### src/rtl/seg7_pkg.sv
`default_nettype none
// ============================================================================
// Module   : seg7_pkg
// Purpose  : Shared glyph constants, slot-phase type and widths for the
//            seven-segment scan driver.
// Revision : 1.0  initial release
// ============================================================================
package seg7_pkg;

    localparam int DIGIT_IDX_W = 2;

    // Active-low glyphs, bit order {g,f,e,d,c,b,a}
    localparam logic [6:0] SEG_0     = 7'b1000000;
    localparam logic [6:0] SEG_1     = 7'b1111001;
    localparam logic [6:0] SEG_2     = 7'b0100100;
    localparam logic [6:0] SEG_3     = 7'b0110000;
    localparam logic [6:0] SEG_4     = 7'b0011001;
    localparam logic [6:0] SEG_5     = 7'b0010010;
    localparam logic [6:0] SEG_6     = 7'b0000010;
    localparam logic [6:0] SEG_7     = 7'b1111000;
    localparam logic [6:0] SEG_8     = 7'b0000000;
    localparam logic [6:0] SEG_9     = 7'b0010000;
    localparam logic [6:0] SEG_DASH  = 7'b0111111;
    localparam logic [6:0] SEG_BLANK = 7'b1111111;

    typedef enum logic [0:0] {
        BLANK = 1'b0,
        SHOW  = 1'b1
    } slot_phase_t;

endpackage : seg7_pkg
`default_nettype wire

### src/rtl/seg7_decoder.sv
`default_nettype none
// ============================================================================
// Module   : seg7_decoder
// Purpose  : Combinational BCD to active-low seven-segment glyph lookup;
//            non-decimal codes render as a dash.
// Revision : 1.0  initial release
// ============================================================================
module seg7_decoder
    import seg7_pkg::*;
(
    input  logic [3:0] i_digit,
    output logic [6:0] o_seg
);

    always_comb begin
        o_seg = SEG_DASH;
        case (i_digit)
            4'd0:    o_seg = SEG_0;
            4'd1:    o_seg = SEG_1;
            4'd2:    o_seg = SEG_2;
            4'd3:    o_seg = SEG_3;
            4'd4:    o_seg = SEG_4;
            4'd5:    o_seg = SEG_5;
            4'd6:    o_seg = SEG_6;
            4'd7:    o_seg = SEG_7;
            4'd8:    o_seg = SEG_8;
            4'd9:    o_seg = SEG_9;
            default: o_seg = SEG_DASH;
        endcase
    end

endmodule : seg7_decoder
`default_nettype wire

### src/rtl/seg7_scan_mux.sv
`default_nettype none
// ============================================================================
// Module   : seg7_scan_mux
// Purpose  : Four-digit common-anode 7-segment scanner with per-frame digit
//            snapshot and dead-time blanking between slots.
//            Option macro: SEG7_LEADING_ZERO_BLANK_EN (blank a zero in d3).
// Revision : 1.0  initial release
// ============================================================================
module seg7_scan_mux
    import seg7_pkg::*;
#(
    parameter int REFRESH_DIV = 50000,
    parameter int DEAD_CYCLES = 500
) (
    input  logic       clk,
    input  logic       reset_n,
    input  logic [3:0] d3,
    input  logic [3:0] d2,
    input  logic [3:0] d1,
    input  logic [3:0] d0,
    input  logic [3:0] dp_in,
    output logic [3:0] an,
    output logic [6:0] seg,
    output logic       dp,
    output logic       frame_tick
);

    localparam int               CNT_W    = (REFRESH_DIV > 2) ? $clog2(REFRESH_DIV) : 1;
    localparam logic [CNT_W-1:0] C_LAST   = CNT_W'(REFRESH_DIV - 1);
    localparam logic [CNT_W-1:0] C_DEAD   = CNT_W'(DEAD_CYCLES);

    logic [CNT_W-1:0]       r_cnt;
    logic [DIGIT_IDX_W-1:0] r_idx;
    logic [3:0][3:0]        r_shadow;
    logic [3:0]             r_shadow_dp;
    logic [3:0]             r_an;
    logic [6:0]             r_seg;
    logic                   r_dp;
    logic                   r_frame_tick;

    logic                   w_wrap;
    logic                   w_snap;
    slot_phase_t            w_phase;
    logic [3:0]             w_digit;
    logic [6:0]             w_glyph;
    logic                   w_lz_blank;

    always_comb begin
        w_wrap  = (r_cnt == C_LAST);
        w_snap  = w_wrap && (r_idx == DIGIT_IDX_W'(3));
        w_phase = (r_cnt < C_DEAD) ? BLANK : SHOW;
        w_digit = r_shadow[r_idx];
    end

`ifdef SEG7_LEADING_ZERO_BLANK_EN
    assign w_lz_blank = (r_idx == DIGIT_IDX_W'(3)) && (r_shadow[3] == 4'd0);
`else
    assign w_lz_blank = 1'b0;
`endif

    seg7_decoder u_decoder (
        .i_digit (w_digit),
        .o_seg   (w_glyph)
    );

    always_ff @(posedge clk) begin
        if (!reset_n) begin
            r_cnt <= '0;
            r_idx <= '0;
        end else if (w_wrap) begin
            r_cnt <= '0;
            r_idx <= r_idx + DIGIT_IDX_W'(1);
        end else begin
            r_cnt <= r_cnt + CNT_W'(1);
        end
    end

    // Shadow copy is taken only at the very end of the last slot so a frame
    // never mixes digits from two different counter values.
    always_ff @(posedge clk) begin
        if (!reset_n) begin
            r_shadow     <= '0;
            r_shadow_dp  <= '0;
            r_frame_tick <= 1'b0;
        end else begin
            r_frame_tick <= w_snap;
            if (w_snap) begin
                r_shadow    <= {d3, d2, d1, d0};
                r_shadow_dp <= dp_in;
            end
        end
    end

    always_ff @(posedge clk) begin
        if (!reset_n) begin
            r_an  <= 4'b1111;
            r_seg <= SEG_BLANK;
            r_dp  <= 1'b1;
        end else if ((w_phase == SHOW) && !w_lz_blank) begin
            r_an  <= ~(4'b0001 << r_idx);
            r_seg <= w_glyph;
            r_dp  <= ~r_shadow_dp[r_idx];
        end else begin
            r_an  <= 4'b1111;
            r_seg <= SEG_BLANK;
            r_dp  <= 1'b1;
        end
    end

    assign an         = r_an;
    assign seg        = r_seg;
    assign dp         = r_dp;
    assign frame_tick = r_frame_tick;

endmodule : seg7_scan_mux
`default_nettype wire

### config.mk
export PLATFORM = sky130hd
export DESIGN_NAME = seg7_scan_mux
export DESIGN_NICKNAME = d
export VERILOG_FILES = /design/src/rtl/seg7_pkg.sv /design/src/rtl/seg7_decoder.sv /design/src/rtl/seg7_scan_mux.sv
export SDC_FILE = /design/constraint.sdc
export NUM_CORES = 1
export LEC_CHECK = 0
export BUFFER_PORTS_ARGS = -buffer_cell sky130_fd_sc_hd__clkbuf_2
export CORE_MARGIN = 2
export CORE_UTILIZATION = 40
export CTS_BUF_LIST = sky130_fd_sc_hd__clkbuf_4
export CTS_CLUSTER_SIZE = 40
export DETAILED_ROUTE_END_ITERATION = 6
export PLACE_DENSITY = 0.7
export SLEW_MARGIN = 15
export SYNTH_ARGS = -nofsm -noshare
export SYNTH_HDL_FRONTEND = slang
export SYNTH_SLANG_ARGS = --single-unit
### constraint.sdc
create_clock -name clk -period 2.2 [get_ports clk]
set_input_delay 0.44 -clock clk [delete_from_list [all_inputs] [get_ports clk]]
set_output_delay 0.44 -clock clk [all_outputs]
set_load 0.01 [all_outputs]
==> impl_metrics.tcl <==
set metrics [dict create \
    outcome "finished clean" \
    syn_area_per_cell_um2 9.07 \
    hp-class "in2reg" \
    synth_cell_type_count 34 \
    grt_pass1_wl_mm 7.86 \
    drive_gt1_share_pct 22.1 \
    placed_cell_area_um2 2510 \
    timing.fmax_ghz 0.488 \
    ir_drop_uv 177 \
    ys.flop_type "dfxtp_1" \
    period_share_pct 93.2 \
    cellLeakagePower_nw 0.882 \
    rsz0062_at_grt "false" \
    wl_mm 4.56 \
    grt_start_max_net_pins 24 \
    mostFrequentLayoutCells "dfxtp_1 (51), clkbuf_2 (34), a21oi_1 (30)" \
    wl_per_cell_um 12.8 \
    antenna_found_initial 0 \
    drtIter0Drc 92 \
    post_cts_resized 0 \
    utilization_pct 46.5 \
    cts_root_buf "clkbuf_4" \
    synth_fp_nets 283 \
    synth_edf_count 0 \
    ant_nets 0 \
    dp_hpwl_mm 3.28 \
    insertedDiodeCount 0 \
    place_congestion 0.809 \
    floorplan.die_area_um2 6310 \
    worst_pin_slew_ns 0.642 \
    cp_data_arrival_time_ns 2.32 \
    clock-sinks 51 \
    pwr-share-seq_pct 67.1 \
    ctsHoldBuffers 0 \
    p_sw_mw 0.321 \
    die_x_um 79.5 \
    required_ns 2.47 \
    ys_seq_elements 51 \
    relSlewSlack_pct 57.2 \
    cp_max_fo 23 \
    fin_ws_ns 0.149 \
    num_rows 27 \
    synth_area_um2 2280 \
    fin_crit_ns 2.05 \
    crit_type "reg2reg" \
    start_util_pct 41.4 \
    gr-usage-all-layers_pct 15.8 \
    dp_slack_ns 0.174 \
    tritoncts "yes" \
    pin_count 35 \
    finalInstanceArea_um2 2560 \
    end_kind "flop" \
    syn_to_final_growth_pct 12.5 \
    drc 0 \
    final_common_cell "dfxtp_1" \
    cts_buffers 5 \
    p_per_area_nw_per_um2 542 \
    dieHeight_um 79.5 \
    fin_worst_skew_ns 0.00762 \
    power.share.clock_pct 29.9 \
    synthArstFlopShare_pct 0 \
    clockBufferDepth 2 \
    setup_viol 0 \
    cap_viol_max_count 0 \
    insertion_delay_ns 0.37 \
    syn_inst 251 \
    cts_setup_buffers 0 \
    setup_tns_ns 0 \
    slew_viol_final 0 \
    ys_seq_area_share_pct 44.8 \
    drtPass1Iterations 4 \
    synth_top_area_cell "dfxtp_1" \
    grt_pass1_vias 1706 \
    overflow 0 \
    core_um2 5510 \
    clkTransAtPathRegs_ns 0.14 \
    switching_share_pct 23.1 \
    htreeDepth 2 \
    yosys_warnings 0 \
    finalNetCount 316 \
    routed_via_density 5.14 \
    hold_viol_final 0 \
    dr_total_vias 1835 \
    internal-power_mw 1.07 \
    io_buffers 34 \
    synthTopCellsByArea "dfxtp_1 (45%), a21oi_1 (6.6%), ha_1 (5.5%), nand3_1 (5.1%), mux4_2 (4.9%)" \
    start_kind "flop" \
    synth_top_area_share_pct 44.8 \
    pwr-share-comb_pct 3.0 \
]
## path summary, 6_finish.rpt
path,startpoint,to,slack (ns),cells past startpoint
worst max register to register,r_cnt[10],r_cnt[11],0.15,4
worst min-delay path,d2[3],r_shadow[11],0.28,3
worst min register to register,r_shadow[11],r_shadow[11],0.47,2
worst max-delay path,r_cnt[10],r_cnt[11],0.15,4
## power by group through the flow
stage / clock, mW / combinational, mW / sequential [mW]
floorplan: 0 / 0.0174 / 0.952
global placement: 0 / 0.0406 / 0.952
detailed placement: 0 / 0.0412 / 0.952
CTS: 0.422 / 0.0415 / 0.933
global route: 0.461 / 0.0456 / 0.934
finish: 0.415 / 0.0414 / 0.932
## per-stage QoR
stage	std cells	total power [mW]	hold slack [ns]
6_report	357	1.39	0.283
5_1_grt	357	1.44	0.274
4_1_cts	357	1.40	0.273
3_5_place_dp	349	0.994	0.451
3_3_place_gp	349	0.993	0.436
2_1_floorplan	251	0.969	0.417
## synth_stat cells (all sizes together), types with 3 or more instances
master	instances
or4	5
ha	10
nand3	24
nor2	17
nand2b	3
inv	12
nand2	14
clkbuf	7
o21ai	29
xnor2	10
or3	4
mux4	5
nor3	4
nor4	5
a21oi	30
buf	8
dfxtp	51
## routing by layer
metal	track usage, %	up-vias	wire length [µm]
met5	0	-	0
met4	5.52	0	65
met3	3.96	6	179
met2	24.7	33	2020
met1	21.3	852	2290
li1	-	944	-
## state kept, by name, summed over array words and instances (netlist names)
| name | count |
|---|---|
| r_shadow_dp | 4 |
| seg | 7 |
| r_shadow | 16 |
| an | 4 |
| r_idx | 2 |
| r_cnt | 16 |
| frame_tick | 1 |
| dp | 1 |
## critical path: stages (launching register included)
cell and delay (ns):
dfxtp_1 0.36, or4_4 0.57, or4_4 0.72, nand2_4 0.23, nor2_1 0.07
## layout make-up
class                      count  area, µm²
fill                         527       2950
multi-input combinational    173       1130
sequential                    51       1020
timing repair buffer          41        223
tap                           72       90.1
inverter                      12       45.0
clock buffer                   5       37.5
clock inverter                 3       15.0
## kinds of logic after synthesis
| kind of cell | share of synthesized area, % |
|---|---|
| buffers and inverters | 5.55 |
| and+or+nand+nor | 20.4 |
| xor gates and xnor gates | 4.62 |
| muxes | 4.95 |
| adders and majority gates | 5.49 |
| DFF | 44.8 |
| AOI/OAI and AO/OA | 14.1 |
Power figures use the tool's default switching activity.
